--- config.mk ---
export PLATFORM = sky130hd
export DESIGN_NAME = apb5_requester
export DESIGN_NICKNAME = d
export VERILOG_FILES = /design/src/rtl/apb5_pkg.sv /design/src/rtl/apb5_wakeup_ctrl.sv /design/src/rtl/apb5_requester.sv
export SDC_FILE = /design/constraint.sdc
export NUM_CORES = 1
export LEC_CHECK = 0
export CAP_MARGIN = 20
export CORE_ASPECT_RATIO = 1.2
export CORE_MARGIN = 2
export CORE_UTILIZATION = 26
export CTS_CLUSTER_DIAMETER = 200
export DETAILED_ROUTE_END_ITERATION = 6
export PLACE_DENSITY = 0.67
export SYNTH_ARGS = -nofsm -noshare
export SYNTH_HDL_FRONTEND = slang
export SYNTH_SLANG_ARGS = --single-unit
export TNS_END_PERCENT = 1
--- constraint.sdc ---
create_clock -name pclk -period 3.7 [get_ports pclk]
set_input_delay 0.74 -clock pclk [delete_from_list [all_inputs] [get_ports pclk]]
set_output_delay 0.74 -clock pclk [all_outputs]
set_load 0.05 [all_outputs]
--- src/rtl/apb5_pkg.sv ---
// Shared types for the APB5 requester: FSM state encoding and PPROT bit positions.
package apb5_pkg;

  typedef enum logic [1:0] {
    IDLE   = 2'd0,
    SETUP  = 2'd1,
    ACCESS = 2'd2
  } apb_state_e;

  localparam int unsigned PPROT_PRIV  = 0;
  localparam int unsigned PPROT_NSEC  = 1;
  localparam int unsigned PPROT_INSTR = 2;

endpackage

--- src/rtl/apb5_wakeup_ctrl.sv ---
// Holds pwakeup high while a transfer is requested or in flight; drops it after WAKEUP_HOLD
// consecutive quiet idle cycles. Registered output, one cycle after cmd_valid is seen in IDLE.
module apb5_wakeup_ctrl #(
  parameter int unsigned WAKEUP_HOLD = 2
) (
  input  logic pclk,
  input  logic preset,
  input  logic idle_i,
  input  logic cmd_valid_i,
  output logic pwakeup_o
);

  localparam int unsigned CW = (WAKEUP_HOLD > 1) ? $clog2(WAKEUP_HOLD) : 1;

  logic [CW-1:0] cnt_q, cnt_d;
  logic          wake_q, wake_d;

  always_comb begin
    cnt_d  = cnt_q;
    wake_d = wake_q;
    if (!idle_i || cmd_valid_i) begin
      wake_d = 1'b1;
      cnt_d  = '0;
    end else if (wake_q) begin
      // cnt_q counts quiet idle cycles already elapsed; this one is the last allowed
      if (cnt_q == CW'(WAKEUP_HOLD - 1)) begin
        wake_d = 1'b0;
        cnt_d  = '0;
      end else begin
        cnt_d = cnt_q + CW'(1);
      end
    end
  end

  always_ff @(posedge pclk) begin
    if (preset) begin
      cnt_q  <= '0;
      wake_q <= 1'b0;
    end else begin
      cnt_q  <= cnt_d;
      wake_q <= wake_d;
    end
  end

  assign pwakeup_o = wake_q;

endmodule

--- src/rtl/apb5_requester.sv ---
// APB5 requester: cmd stream -> SETUP/ACCESS transfer -> single-entry response slot; >=3 cycles/transfer,
// cmd_ready low while busy or slot full. APB5_REQ_WAKEUP_EN selects the registered pwakeup hold logic.
module apb5_requester
  import apb5_pkg::*;
#(
  parameter int unsigned ADDR_WIDTH      = 32,
  parameter int unsigned DATA_WIDTH      = 32,
  parameter int unsigned USER_REQ_WIDTH  = 4,
  parameter int unsigned USER_DATA_WIDTH = 4,
  parameter int unsigned USER_RESP_WIDTH = 4,
  parameter int unsigned WAKEUP_HOLD     = 2
) (
  input  logic                       pclk,
  input  logic                       preset,
  input  logic                       cmd_valid,
  output logic                       cmd_ready,
  input  logic                       cmd_write,
  input  logic [ADDR_WIDTH-1:0]      cmd_addr,
  input  logic [2:0]                 cmd_prot,
  input  logic [DATA_WIDTH-1:0]      cmd_wdata,
  input  logic [DATA_WIDTH/8-1:0]    cmd_strb,
  input  logic [USER_REQ_WIDTH-1:0]  cmd_auser,
  input  logic [USER_DATA_WIDTH-1:0] cmd_wuser,
  output logic                       rsp_valid,
  input  logic                       rsp_ready,
  output logic [DATA_WIDTH-1:0]      rsp_rdata,
  output logic                       rsp_slverr,
  output logic [USER_DATA_WIDTH-1:0] rsp_ruser,
  output logic [USER_RESP_WIDTH-1:0] rsp_buser,
  output logic [ADDR_WIDTH-1:0]      paddr,
  output logic [2:0]                 pprot,
  output logic                       psel,
  output logic                       penable,
  output logic                       pwrite,
  output logic [DATA_WIDTH-1:0]      pwdata,
  output logic [DATA_WIDTH/8-1:0]    pstrb,
  output logic                       pwakeup,
  output logic [USER_REQ_WIDTH-1:0]  pauser,
  output logic [USER_DATA_WIDTH-1:0] pwuser,
  input  logic                       pready,
  input  logic [DATA_WIDTH-1:0]      prdata,
  input  logic                       pslverr,
  input  logic [USER_DATA_WIDTH-1:0] pruser,
  input  logic [USER_RESP_WIDTH-1:0] pbuser
);

  localparam int unsigned SW = DATA_WIDTH / 8;

  if (!(DATA_WIDTH == 8 || DATA_WIDTH == 16 || DATA_WIDTH == 32)) begin : g_bad_dw
    $error("apb5_requester: DATA_WIDTH must be 8, 16 or 32");
  end
  if (WAKEUP_HOLD < 1) begin : g_bad_hold
    $error("apb5_requester: WAKEUP_HOLD must be at least 1");
  end

  apb_state_e state_q, state_d;

  logic                       accept;
  logic                       xfer_done;

  logic [ADDR_WIDTH-1:0]      paddr_q;
  logic [2:0]                 pprot_q;
  logic                       pwrite_q;
  logic [DATA_WIDTH-1:0]      pwdata_q;
  logic [SW-1:0]              pstrb_q;
  logic [USER_REQ_WIDTH-1:0]  pauser_q;
  logic [USER_DATA_WIDTH-1:0] pwuser_q;

  logic                       rsp_valid_q;
  logic [DATA_WIDTH-1:0]      rsp_rdata_q;
  logic                       rsp_slverr_q;
  logic [USER_DATA_WIDTH-1:0] rsp_ruser_q;
  logic [USER_RESP_WIDTH-1:0] rsp_buser_q;

  // A free slot, or one being drained this cycle, lets a new command in.
  assign cmd_ready = (state_q == IDLE) && (!rsp_valid_q || rsp_ready);
  assign accept    = cmd_valid && cmd_ready;
  assign xfer_done = (state_q == ACCESS) && pready;

  always_comb begin
    state_d = state_q;
    unique case (state_q)
      IDLE:    if (accept) state_d = SETUP;
      SETUP:   state_d = ACCESS;
      ACCESS:  if (pready) state_d = IDLE;
      default: state_d = IDLE;
    endcase
  end

  always_ff @(posedge pclk) begin
    if (preset) begin
      state_q <= IDLE;
    end else begin
      state_q <= state_d;
    end
  end

  // Request fields are captured once on accept and held through SETUP/ACCESS and beyond.
  always_ff @(posedge pclk) begin
    if (preset) begin
      paddr_q  <= '0;
      pprot_q  <= '0;
      pwrite_q <= 1'b0;
      pwdata_q <= '0;
      pstrb_q  <= '0;
      pauser_q <= '0;
      pwuser_q <= '0;
    end else if (accept) begin
      paddr_q  <= cmd_addr;
      pprot_q  <= cmd_prot;
      pwrite_q <= cmd_write;
      pwdata_q <= cmd_write ? cmd_wdata : '0;
      pstrb_q  <= cmd_write ? cmd_strb  : '0;
      pauser_q <= cmd_auser;
      pwuser_q <= cmd_write ? cmd_wuser : '0;
    end
  end

  always_ff @(posedge pclk) begin
    if (preset) begin
      rsp_valid_q  <= 1'b0;
      rsp_rdata_q  <= '0;
      rsp_slverr_q <= 1'b0;
      rsp_ruser_q  <= '0;
      rsp_buser_q  <= '0;
    end else if (xfer_done) begin
      rsp_valid_q  <= 1'b1;
      rsp_rdata_q  <= pwrite_q ? '0 : prdata;
      rsp_slverr_q <= pslverr;
      rsp_ruser_q  <= pwrite_q ? '0 : pruser;
      rsp_buser_q  <= pbuser;
    end else if (rsp_valid_q && rsp_ready) begin
      rsp_valid_q  <= 1'b0;
    end
  end

`ifdef APB5_REQ_WAKEUP_EN
  apb5_wakeup_ctrl #(
    .WAKEUP_HOLD (WAKEUP_HOLD)
  ) u_wakeup (
    .pclk        (pclk),
    .preset      (preset),
    .idle_i      (state_q == IDLE),
    .cmd_valid_i (cmd_valid),
    .pwakeup_o   (pwakeup)
  );
`else
  logic pwakeup_q;

  always_ff @(posedge pclk) begin
    if (preset) begin
      pwakeup_q <= 1'b0;
    end else begin
      pwakeup_q <= 1'b1;
    end
  end

  assign pwakeup = pwakeup_q;
`endif

  assign psel       = (state_q == SETUP) || (state_q == ACCESS);
  assign penable    = (state_q == ACCESS);
  assign paddr      = paddr_q;
  assign pprot      = pprot_q;
  assign pwrite     = pwrite_q;
  assign pwdata     = pwdata_q;
  assign pstrb      = pstrb_q;
  assign pauser     = pauser_q;
  assign pwuser     = pwuser_q;

  assign rsp_valid  = rsp_valid_q;
  assign rsp_rdata  = rsp_rdata_q;
  assign rsp_slverr = rsp_slverr_q;
  assign rsp_ruser  = rsp_ruser_q;
  assign rsp_buser  = rsp_buser_q;

endmodule
==> impl_metrics.ini <==
[outcome]
status = finished clean

[setup_path]
start_kind = flop
slowest_stage = clkdlybuf4s50_1
cp_num_buf_inv = 2
reg2reg_depth = 6
path_delay_family = buffers and inverters
crit_required_ns = 2.96
crit_type = reg -> out
crit_arrival_ns = 1.98
slowest_delay_ns = 0.80
r2r-start = state_q[0]$_SDFFE_PP0P_
cp-startpoint = state_q[1]$_SDFFE_PP0P_
crit_fanout = 3
crit_path_end_kind = output pin
crit_chain = inv_1 > ha_2 > clkdlybuf4s50_1
path_depth = 3

[cells_and_area]
fin_area_um2 = 8440
n_fill_cell = 1982
layout-drive-gt1-share_pct = 7.64
syn_to_final_growth_pct = 59.1
diodes = 0
final_util_pct = 42.0
final_cells = 1037
fin_nets = 889

[clock_tree]
clockBufferDepth = 2
cts_tree = built
clk_latency_ns = 0.41
postCtsHoldBufs = 0
cts_setup_buffers = 0
cts_resized = 0
clk_pin_slew_ns = 0.05
htree_levels = 4
cts_buffers = 17
cts_root_buffer = clkbuf_16
clkSinkCount = 125

[synthesis]
synthFlopType = dfxtp_1
yosys.area.top_type = dfxtp_1
synth_fp_nets = 682
ys_top_cells_by_area = dfxtp_1 47%, a21oi_1 7.7%, a41o_1 7.5%
yosys.cell_types.count = 24
async_flop_share_pct = 0
synth_edf_count = 0
avgSynthCellArea_um2 = 9.61
synthCells = 552
synth_top_cell_area_share_pct = 47.2
netlist_area_um2 = 5300
ys_seq_area_share_pct = 47.2
yosysWarnings = 0
yosysMostFrequentCell = dfxtp_1
yosys-top-cells-count = 125 x dfxtp_1, 82 x a21oi_1, 51 x nand2_1
ys_ff_latch = 125

[die]
top_level_ports = 252
die-area_um2 = 21600
core_area_um2 = 20100
initial_core_util_pct = 26.4
die_x_um = 134
rows = 57
die_h_um = 160

[detailed_routing]
wl_um = 18000
drtPass1Iterations = 5
wl_per_cell_um = 17.3
drt_iter0_markers = 346
ant_nets = 0
vias = 5252
drc = 0
via_per_inst = 5.06

[timing]
max_freq_mhz = 368
drv_slew = 0
post-route-min-period_ns = 2.72
min_period_over_period_pct = 73.4
setup_tns_ns = 0
rsz0062_at_grt = false
tightest_slew_ns = 0.916
relSlewSlack_pct = 38.9
setup_viol = 0
finalClockSkew_ns = 0.00823
final_hold_viol_count = 0

[power]
power_leakage_nw = 3.36
ir_drop_mv = 0.287
powerDensity_nw_per_um2 = 618
total_power_mw = 5.21

[min_path]
min-delay-start = rsp_rdata[24]$_SDFFE_PP0P_
hold_depth = 2
min_path_type = reg -> reg

[grt]
antenna_found_initial = 0
grt_overflow = 0
grt_pass1_vias = 4964
grt_usage_pct = 15.9
grt_max_degree = 83
grt_pass1_wl_um = 27500

[placed_design]
io_buffers = 251
placedCellCount = 1005
placed_cell_area_um2 = 7850
gpl.final_weighted_congestion = 0.738
dp_hpwl_um = 11400

[run]
cap_viol_max_count = 0
[worst register-to-register path, cell delays in order, from the launching register on]
cell,delay [ns]
dfxtp_1,0.36
inv_1,0.10
ha_2,0.21
inv_4,0.43
nor3_4,0.13
buf_4,0.28
a41o_1,0.33
[worst paths after layout]
kind | to | slack [ns]
max | psel | 0.98
max reg2reg | pstrb[1]$_SDFFE_PP0P_ | 1.75
min | rsp_rdata[24]$_SDFFE_PP0P_ | 0.45
min reg2reg | rsp_rdata[24]$_SDFFE_PP0P_ | 0.45
[kinds of logic (layout without fill, tap and decap cells)]
group	count (synthesis)	after routing	share of synthesized area, %
AO/OA/AOI/OAI	203	203	28.8
adder cells (fa/ha/maj)	4	4	0.944
buffers and inverters	85	305	8.42
flip-flops	125	125	47.2
multiplexers	2	2	0.377
AND/OR/NAND/NOR	133	133	14.3
[stage by stage]
stage          setup WS [ns]  hold WS (ns)
2_1_floorplan           1.13         0.451
4_1_cts                0.941         0.451
3_3_place_gp            1.29         0.437
5_1_grt                0.902         0.460
3_5_place_dp            1.26         0.442
6_report               0.985         0.449
[where the power goes]
| part | switching, mW | total [mW] | internal [mW] |
|---|---|---|---|
| Clock | 0.641 | 1.67 | 1.03 |
| Combinational | 1.31 | 1.95 | 0.631 |
| Sequential | 0.0856 | 1.60 | 1.51 |
[sequential cells by signal, summed over array words and instances, names as in the netlist, 4 cells and up]
name	flops
pwdata	32
pauser	4
pwuser	4
rsp_ruser	4
rsp_rdata	32
rsp_buser	4
pstrb	4
paddr	32
[layout make-up]
| type | count | area [um2] | area share (%) |
|---|---|---|---|
| clock buffers | 19 | 453 | 5.37 |
| flip-flops and latches | 125 | 2500 | 29.7 |
| multi-input cells | 342 | 2370 | 28.0 |
| well taps | 265 | 332 | 3.93 |
| repair buffers | 267 | 2620 | 31.0 |
| clock inverters | 13 | 139 | 1.65 |
| inverters | 6 | 27.5 | 0.326 |
[cells in the final DEF, fill, tap and decap left out]
cell and count:
a21oi_1 82, a221oi_2 1, a41o_1 40, and2_1 1, buf_2 2, buf_4 17, bufinv_16 2, clkbuf_16 17
clkbuf_8 2, clkdlybuf4s50_1 248, clkinv_2 4, clkinv_4 2, clkinvlp_4 2, dfxtp_1 125, ha_1 3, ha_2 1
inv_1 3, inv_2 1, inv_4 2, inv_6 3, mux2i_1 2, nand2_1 51, nand2b_2 1, nand3b_1 36
nand4_1 40, nor2_1 1, nor2b_1 1, nor2b_4 1, nor3_4 1, o311a_1 40, o31ai_1 40
[per-layer routing]
metal	vias up	track usage, %	share of wire, %
li1	2543	-	-
met1	2481	20.1	43
met2	210	25.3	47
met3	18	5.71	8.3
met4	0	5.22	1.4
met5	-	0	0
No activity file was read; power rests on OpenSTA's default activity.
